--- src/rtl/axis_pkg.sv ---
`default_nettype none
// ============================================================================
//  Module   : axis_pkg
//  Brief    : Shared defaults, beat types and elaboration helpers for the
//             AXI-Stream elastic buffer.
//  Revision : 1.0 - initial release
// ============================================================================
package axis_pkg;

    localparam int c_DEF_WORD_W = 8;
    localparam int c_DEF_BUS_W  = 8;
    localparam int c_DEF_DEPTH  = 4;
    localparam int c_DEF_WPB    = c_DEF_BUS_W / c_DEF_WORD_W;

    // Beat layout for the default configuration; the buffer rebuilds the
    // same shape locally from its own parameters.
    typedef logic [c_DEF_WPB-1:0][c_DEF_WORD_W-1:0] beat_t;
    typedef struct packed {
        logic  last;
        beat_t data;
    } axis_beat_t;

    // True when n is a power of two no smaller than two.
    function automatic bit is_pow2_ge2(input int n);
        return (n >= 2) && ((n & (n - 1)) == 0);
    endfunction

endpackage
`default_nettype wire

--- src/rtl/axis_buf_mem.sv ---
`default_nettype none
// ============================================================================
//  Module   : axis_buf_mem
//  Brief    : DEPTH-entry flop array, one synchronous write port and one
//             asynchronous read port. Storage is deliberately not reset.
//  Revision : 1.0 - initial release
// ============================================================================
module axis_buf_mem #(
    parameter  int DEPTH   = 4,
    parameter  int ENTRY_W = 9,
    localparam int AW      = $clog2(DEPTH)
) (
    input  logic               clk,
    input  logic               we,
    input  logic [AW-1:0]      waddr,
    input  logic [ENTRY_W-1:0] wdata,
    input  logic [AW-1:0]      raddr,
    output logic [ENTRY_W-1:0] rdata
);

    logic [ENTRY_W-1:0] mem_q [DEPTH];

    // Write the incoming beat into its slot on the accepting edge.
    always_ff @(posedge clk) begin
        if (we) begin
            mem_q[waddr] <= wdata;
        end
    end

    assign rdata = mem_q[raddr];

endmodule
`default_nettype wire

--- src/rtl/axis_elastic_buffer.sv ---
`default_nettype none
// ============================================================================
//  Module   : axis_elastic_buffer
//  Brief    : DEPTH-entry AXI-Stream elastic buffer with tlast, fill count
//             and synchronous flush. s_ready / m_valid come from registers
//             (only flush gates them combinationally).
//  Revision : 1.0 - initial release
// ============================================================================
module axis_elastic_buffer
    import axis_pkg::*;
#(
    parameter  int WORD_W = c_DEF_WORD_W,
    parameter  int BUS_W  = c_DEF_BUS_W,
    parameter  int DEPTH  = c_DEF_DEPTH,
    localparam int CNT_W  = $clog2(DEPTH + 1)
) (
    input  logic             clk,
    input  logic             rstn,
    input  logic             flush,
    input  logic             s_valid,
    output logic             s_ready,
    input  logic [BUS_W-1:0] s_data,
    input  logic             s_last,
    output logic             m_valid,
    input  logic             m_ready,
    output logic [BUS_W-1:0] m_data,
    output logic             m_last,
    output logic [CNT_W-1:0] count
);

    localparam int c_AW      = $clog2(DEPTH);
    localparam int c_WPB     = BUS_W / WORD_W;
    localparam int c_ENTRY_W = BUS_W + 1;

    typedef struct packed {
        logic                          last;
        logic [c_WPB-1:0][WORD_W-1:0]  data;
    } entry_t;

    generate
        if (!is_pow2_ge2(DEPTH)) begin : g_bad_depth
            $error("axis_elastic_buffer: DEPTH must be a power of two >= 2");
        end
        if ((BUS_W % WORD_W) != 0) begin : g_bad_bus
            $error("axis_elastic_buffer: BUS_W must be a multiple of WORD_W");
        end
    endgenerate

    logic [c_AW-1:0]  wr_ptr_q, wr_ptr_d;
    logic [c_AW-1:0]  rd_ptr_q, rd_ptr_d;
    logic [CNT_W-1:0] count_q, count_d;
    logic             rst_done_q, rst_done_d;
    logic             w_push, w_pop;
    entry_t           w_wr_entry, w_rd_entry;

    // Handshake flags are registered state qualified only by flush, so no
    // combinational path exists from m_ready to s_ready or s_valid to m_valid.
    assign s_ready = rst_done_q & (count_q != CNT_W'(DEPTH)) & ~flush;
    assign m_valid = (count_q != '0) & ~flush;
    assign w_push  = s_valid & s_ready;
    assign w_pop   = m_valid & m_ready;

    assign w_wr_entry.last = s_last;
    assign w_wr_entry.data = s_data;

    // Outputs are forced to zero while reset is held; otherwise the head slot.
    assign m_data = rstn ? w_rd_entry.data : '0;
    assign m_last = rstn ? w_rd_entry.last : 1'b0;
    assign count  = count_q;

    // Next-state for pointers and fill count; flush overrides every handshake.
    always_comb begin
        wr_ptr_d   = wr_ptr_q;
        rd_ptr_d   = rd_ptr_q;
        count_d    = count_q;
        rst_done_d = 1'b1;
        if (flush) begin
            wr_ptr_d = '0;
            rd_ptr_d = '0;
            count_d  = '0;
        end else begin
            if (w_push) begin
                wr_ptr_d = wr_ptr_q + c_AW'(1);
            end
            if (w_pop) begin
                rd_ptr_d = rd_ptr_q + c_AW'(1);
            end
            case ({w_push, w_pop})
                2'b10:   count_d = count_q + CNT_W'(1);
                2'b01:   count_d = count_q - CNT_W'(1);
                default: count_d = count_q;
            endcase
        end
    end

    // Control state register with asynchronous active-low reset.
    always_ff @(posedge clk or negedge rstn) begin
        if (!rstn) begin
            wr_ptr_q   <= '0;
            rd_ptr_q   <= '0;
            count_q    <= '0;
            rst_done_q <= 1'b0;
        end else begin
            wr_ptr_q   <= wr_ptr_d;
            rd_ptr_q   <= rd_ptr_d;
            count_q    <= count_d;
            rst_done_q <= rst_done_d;
        end
    end

    axis_buf_mem #(
        .DEPTH   (DEPTH),
        .ENTRY_W (c_ENTRY_W)
    ) u_mem (
        .clk   (clk),
        .we    (w_push),
        .waddr (wr_ptr_q),
        .wdata (w_wr_entry),
        .raddr (rd_ptr_q),
        .rdata (w_rd_entry)
    );

endmodule
`default_nettype wire

--- config.mk ---
export PLATFORM = sky130hd
export DESIGN_NAME = axis_elastic_buffer
export DESIGN_NICKNAME = d
export VERILOG_FILES = /design/src/rtl/axis_pkg.sv /design/src/rtl/axis_buf_mem.sv /design/src/rtl/axis_elastic_buffer.sv
export SDC_FILE = /design/constraint.sdc
export NUM_CORES = 1
export LEC_CHECK = 0
export ABC_CLOCK_PERIOD_IN_PS = 2710
export CAP_MARGIN = 20
export CORE_MARGIN = 4
export CORE_UTILIZATION = 54
export DETAILED_ROUTE_END_ITERATION = 6
export GPL_TIMING_DRIVEN = 0
export PLACE_DENSITY = 0.79
export SLEW_MARGIN = 5
export SYNTH_ARGS = -nofsm -noshare
export SYNTH_HDL_FRONTEND = slang
export SYNTH_SLANG_ARGS = --single-unit
--- constraint.sdc ---
create_clock -name clk -period 2.71 [get_ports clk]
set_input_delay 0.542 -clock clk [delete_from_list [all_inputs] [get_ports clk]]
set_output_delay 0.542 -clock clk [all_outputs]
set_load 0.05 [all_outputs]
After elaboration in Yosys (flattened, before gate mapping)

Memories as Yosys holds them, arrays and structs flattened.
Index checks and enable logic that the tools add are counted.
W data, S select, Z words.

Reductions and logical operators: 4
Div/mod/pow operators: 0
Shift operators: 0
Bitwise logic cells: 6
Multiply operators: 0
Eq/ne operators: 3
Add/subtract/negate cells: 4
Mux-type cells: 10
Order comparisons: 0

Operators by type and width:

| operator              | number |
|---|---|
| $mux W2               | 4 |
| $mux W8               | 1 |
| $pmux W3 S2           | 1 |
| $reduce_bool A3 Y1    | 2 |
| $and A1 B1 Y1         | 5 |
| $add A2 B1 Y2 const B | 2 |
| $reduce_bool A2 Y1    | 2 |
| $add A3 B1 Y3 const B | 1 |
| $mux W1               | 3 |
| $mux W3               | 1 |
| $ne A3 B3 Y1 const B  | 1 |
| $sub A3 B1 Y3 const B | 1 |
| $eq A2 B1 Y1 const B  | 1 |
| $eq A2 B2 Y1 const B  | 1 |
| $not A1 Y1            | 1 |

Register bits: 8
Memories: 1
Memory bits (read-only): 0
Input bits: 14
Latch bits: 0
Output and inout port bits: 14
Word-level logic and storage cells: 32
RAM bits: 36

Memory list:

| memory      | words | bits a word | read ports | clocked after Yosys merged registers in | wr ports | line               | text |
|---|---|---|---|---|---|---|---|
| u_mem.mem_q | 4     | 9           | 1          | 0                                       | 1        | axis_buf_mem.sv:21 | `logic [ENTRY_W-1:0] mem_q [DEPTH];` |

Longest topological paths before layout

Gate-level depths: netlist of run 1.

Depth after elaboration: 7
Gate-level depth with buffers: 8

Hierarchy

A second synthesis of run 1 with hierarchy kept.

Cells, all modules: 111
Area total of the unflattened synthesis: 1869.3 um^2

By module, submodules not included:

| module              | cells an instance | area an instance (um^2) | times used | sequential area each (um^2) |
|---|---|---|---|---|
| axis_buf_mem        | 51                | 1331.3                  | 1          | 1081.0 |
| axis_elastic_buffer | 60                | 538.0                   | 1          | 200.2 |

Least setup slack after synthesis of run 1

OpenSTA, ideal clock, no wires.

Kind: register to output
Start point: reg count_q[0] (netlist: count[0])
End point: out s_ready
Arrival time: 1.729 ns
Slack: 0.439 ns
Stages on the path, launching flop included: 3
Path buffers: 0
Required time: 2.168 ns
Path through: dfrtp_1 nor2_2 a21oi_1

Longest elaborated chain between the ends: 3

RTL lines:

| element                    | line                       | text |
|---|---|---|
| from (decl)                | axis_elastic_buffer.sv:51  | `logic [CNT_W-1:0] count_q, count_d;` |
| from (signal assigned)     | axis_elastic_buffer.sv:106 | `count_q <= count_d;` |
| $ne A3 B3 Y1               | axis_elastic_buffer.sv:58  | `assign s_ready = rst_done_q & (count_q != CNT_W'(DEPTH)) & ~flush;` |
| $and A1 B1 Y1 (2 in a row) | axis_elastic_buffer.sv:58  |  |
| to (decl)                  | axis_elastic_buffer.sv:21  | `output logic s_ready,` |

Every way passes these cells.

Worst setup path in the final report of run 1

Start point: in flush
End point: out s_ready

Longest elaborated chain between the ends: 2

RTL lines:

| element       | line                      | text |
|---|---|---|
| from (decl)   | axis_elastic_buffer.sv:19 | `input logic flush,` |
| $not A1 Y1    | axis_elastic_buffer.sv:58 |  |
| $and A1 B1 Y1 | axis_elastic_buffer.sv:58 |  |

Every way passes these cells.

==> summary.md, run 1 <==
| Metric | Value |
|---|---|
| Outcome | `finished clean` |
| Worst EP required | `2170 ps` |
| Cts bufs inserted | `5` |
| Final weighted congestion in routability-driven placement | `0.826` |
| Final Hold Fails | `0` |
| Share of synthesized registers carrying an async set or reset | `18.2%` |
| Synthesized flop and latch total | `44` |
| Dominant combinational cell family by area after synthesis | `simple AND/OR/NAND/NOR gates` |
| Height of the die | `68.9 um` |
| Share of the clock period used by the worst path | `94.1%` |
| Antenna cells | `0` |
| Area Overhead vs Synth | `20.1%` |
| Pwr/cell area | `543 nW/um^2` |
| Setup repair after global routing missed its margin | `no` |
| Ports placed on the boundary | `28` |
| Detailed-route wire length per cell | `15.8 um` |
| Number of sinks handled by clock tree synthesis | `44` |
| Count of H-tree levels built during CTS | `2` |
| HPWL Detailed | `2210 um` |
| Overall global routing resource usage | `17.0%` |
| Clock Tree Root | `clkbuf_8` |
| CORE AREA | `3470 um^2` |
| Critical path endpoint category | `output pin` |
| Class of the most critical setup path | `input port to output pin` |
| Initial standard-cell utilization of the core | `57.8%` |
| Final worst slack | `159 ps` |
| DRC violations left | `0` |
| Dpl cell area | `2330 um^2` |
| Layout cells sized above 1 | `22.4%` |
| Clock Tree Buf Depth | `2` |
| Violation count after the first detailed-routing iteration | `45` |
| Sort of element at the start of the critical path | `input port` |
| Number of detailed-route iterations in the first pass | `4` |
| Wire length of the first global-routing pass | `5530 um` |
| Vias after detailed routing | `1095` |
| Routed WL | `3190 um` |
| Adder-cell share of the synthesized area | `3.49%` |
| Top post-synthesis cells by area | `edfxtp_1 54%, mux4_2 10%, dfrtp_1 10%, and2_1 3.1%, ha_1 2.5%` |
| Final Skew | `2.97 ps` |
| Total setup violations reported at the end of the flow | `0` |
| Tmin final | `2550 ps` |
| Met2 usage in global routing | `28.2%` |
| Most congested layer reported by global routing | `met2` |
| Net count of the mapped netlist | `141` |
| Met3 global-route usage | `5.83%` |
| Vias in the first global route | `1133` |
| GR Layer Usage met1 | `20.6%` |
| Synthesis Warnings | `0` |
| Clock transition at the register clock pins on the worst setup and hold paths after CTS | `80 ps` |
| Primary FF master, synth | `edfxtp_1` |
| Post-CTS Hold Buffers | `0` |
| Standby leakage power | `0.887 nW` |
| Initial antenna violation count | `0` |
| TritonCTS clock tree | `built` |
| Critical path arrival | `2010 ps` |
| Maximum number of pins on one net before global-route repair | `18` |
| Count of different cell masters after synthesis | `37` |
| Via density per instance | `5.42` |
| Die area | `4750 um^2` |
| Final layout net count | `175` |
| VDD IR max | `365 uV` |
| Input/output buffers | `27` |
| Setup slack after placement | `-368 ps` |
| Post-synthesis cell area | `2010 um^2` |
| Die outline width | `68.9 um` |
| Site Rows | `21` |
| Source-to-sink clock delay at the later pin of the worst-skew pair | `290 ps` |
| Count of nets left with antenna violations after detail routing | `0` |
| Mux cell area share after synthesis | `10.9%` |
| CP Max Fanout | `10` |
| Final-layout fill cell count | `256` |
| Final count of pins violating max slew | `0` |
| Avg Synthesized Cell Area | `16.4 um^2` |
| Fraction of synthesized cell area in xor and xnor cells | `2.18%` |
| Sum of overflow across all layers after global routing | `0` |
| Yosys top cell by area | `edfxtp_1` |
| Post-synthesis instance total | `122` |
| Tightest slew margin relative to the limit | `66.6%` |
| Synth Area in Compound Gates | `4.62%` |
| Area share of the largest cell type after synthesis | `53.9%` |
| Worst hold-check slack | `254 ps` |
| Hold WC Path Type | `input port to async pin` |
| Sequential area share after synthesis | `63.9%` |
| Worst slew pin tran | `501 ps` |
| Post-Synth Simple-Gate Area | `11.5%` |
| Final instance area | `2410 um^2` |
| Number of enable flip-flop cells after synthesis | `36` |
| Number of violations of the max-capacitance limit | `0` |
| Leading cell type by number of instances after synthesis | `edfxtp_1` |
| Maximum operating frequency | `392 MHz` |
| Post-synth top cells | `36 x edfxtp_1, 10 x and2_1, 9 x mux4_2` |
==> metrics by stage <==
step | setup TNS, ps | util, % | power [mW] | std cells
final | 0 | 69.5 | 1.31 | 202
after global routing | 0 | 69.5 | 1.37 | 202
after CTS | 0 | 69.3 | 1.32 | 202
after detailed placement | -3270 | 67.3 | 0.955 | 195
after global placement | -3100 | 67.3 | 0.948 | 195
after floorplan | 0 | - | 0.886 | 122
==> repair_timing <==
item | 4_1_cts | 5_1_grt
setup buffers | 0 | 0
endpoints found under the setup margin | 10 | 2
gates resized for setup | 12 | 2
==> sequential cells by signal (all words and copies together) (netlist names) <==
register,cells
wr_ptr_q,2
rst_done_q,1
rd_ptr_q,2
u_mem.mem_q,36
count,3
==> where the power goes <==
group / switching [mW] / internal, mW
Combinational: 0.101 / 0.0742
Sequential: 0.0100 / 0.745
Clock: 0.203 / 0.174
==> placed cells by master (no fill, tap or decap), drive strengths merged, types with 2 or more instances in the layout <==
| master | count |
|---|---|
| edfxtp | 36 |
| or3 | 2 |
| nor2 | 6 |
| nand3 | 2 |
| clkbuf | 6 |
| clkdlybuf4s50 | 15 |
| xnor2 | 5 |
| dlygate4sd2 | 9 |
| nand2 | 3 |
| dlymetal6s2s | 2 |
| buf | 4 |
| and2 | 14 |
| o21ai | 2 |
| inv | 5 |
| ha | 4 |
| a21oi | 4 |
| mux4 | 9 |
| nor3 | 2 |
| dfrtp | 8 |
==> area by class of cell <==
class                      instances  area, um^2  area share, %
clock inverter                     2        12.5          0.519
timing repair buffer              27         265           11.0
tap                               46        57.6           2.39
inverter                           5        18.8          0.779
multi-input combinational         68         659           27.4
clock buffer                       5        68.8           2.86
sequential                        44        1280           53.2
buffer                             5        46.3           1.92
==> path summary, 6_finish.rpt <==
| check | start | end | slack (ps) | depth (start not counted) |
|---|---|---|---|---|
| max | flush | s_ready | 160 | 5 |
| min | rstn | rd_ptr_q[0]$_DFFE_PN0P_ | 250 | 1 |
| max reg2reg | count[0]$_DFFE_PN0P_ | count[2]$_DFFE_PN0P_ | 520 | 7 |
| min reg2reg | wr_ptr_q[1]$_DFFE_PN0P_ | wr_ptr_q[1]$_DFFE_PN0P_ | 620 | 2 |
| max in group asynchronous | rstn | count[1]$_DFFE_PN0P_ | 2180 | 1 |
| min in group clk | wr_ptr_q[1]$_DFFE_PN0P_ | wr_ptr_q[1]$_DFFE_PN0P_ | 620 | 2 |
==> worst max-delay path, stage by stage <==
cell             delay (ps)
clkdlybuf4s50_1         480
clkbuf_8                210
nand2b_1                140
a21oi_1                 100
dlygate4sd2_1           540
==> cells by family after synthesis <==
family	count (synthesis)
flip-flops	44
AO/OA/AOI/OAI	12
other	1
XOR/XNOR	5
AND/OR/NAND/NOR	35
multiplexers	10
buffers and inverters	10
adder cells (fa/ha/maj)	5
==> per-layer routing <==
| metal | routed length, um | up-vias |
|---|---|---|
| met3 | 147 | 6 |
| met5 | 0 | - |
| li1 | - | 521 |
| met4 | 51 | 0 |
| met1 | 1350 | 545 |
| met2 | 1640 | 23 |
Note: power is estimated with default switching activity, not from simulation.
==> run 2, diff against run 1 <==
--- a/config.mk
+++ b/config.mk
@@ -5,11 +5,13 @@
 export SDC_FILE = /design/constraint.sdc
 export NUM_CORES = 1
 export LEC_CHECK = 0
+export ABC_AREA = 0
 export ABC_CLOCK_PERIOD_IN_PS = 2710
 export CAP_MARGIN = 20
 export CORE_MARGIN = 4
 export CORE_UTILIZATION = 54
 export DETAILED_ROUTE_END_ITERATION = 6
+export GPL_ROUTABILITY_DRIVEN = 0
 export GPL_TIMING_DRIVEN = 0
 export PLACE_DENSITY = 0.79
 export SLEW_MARGIN = 5
==> results of run 2 <==
Same layout as run 1: the final DEF is identical, and so are final timing and power.
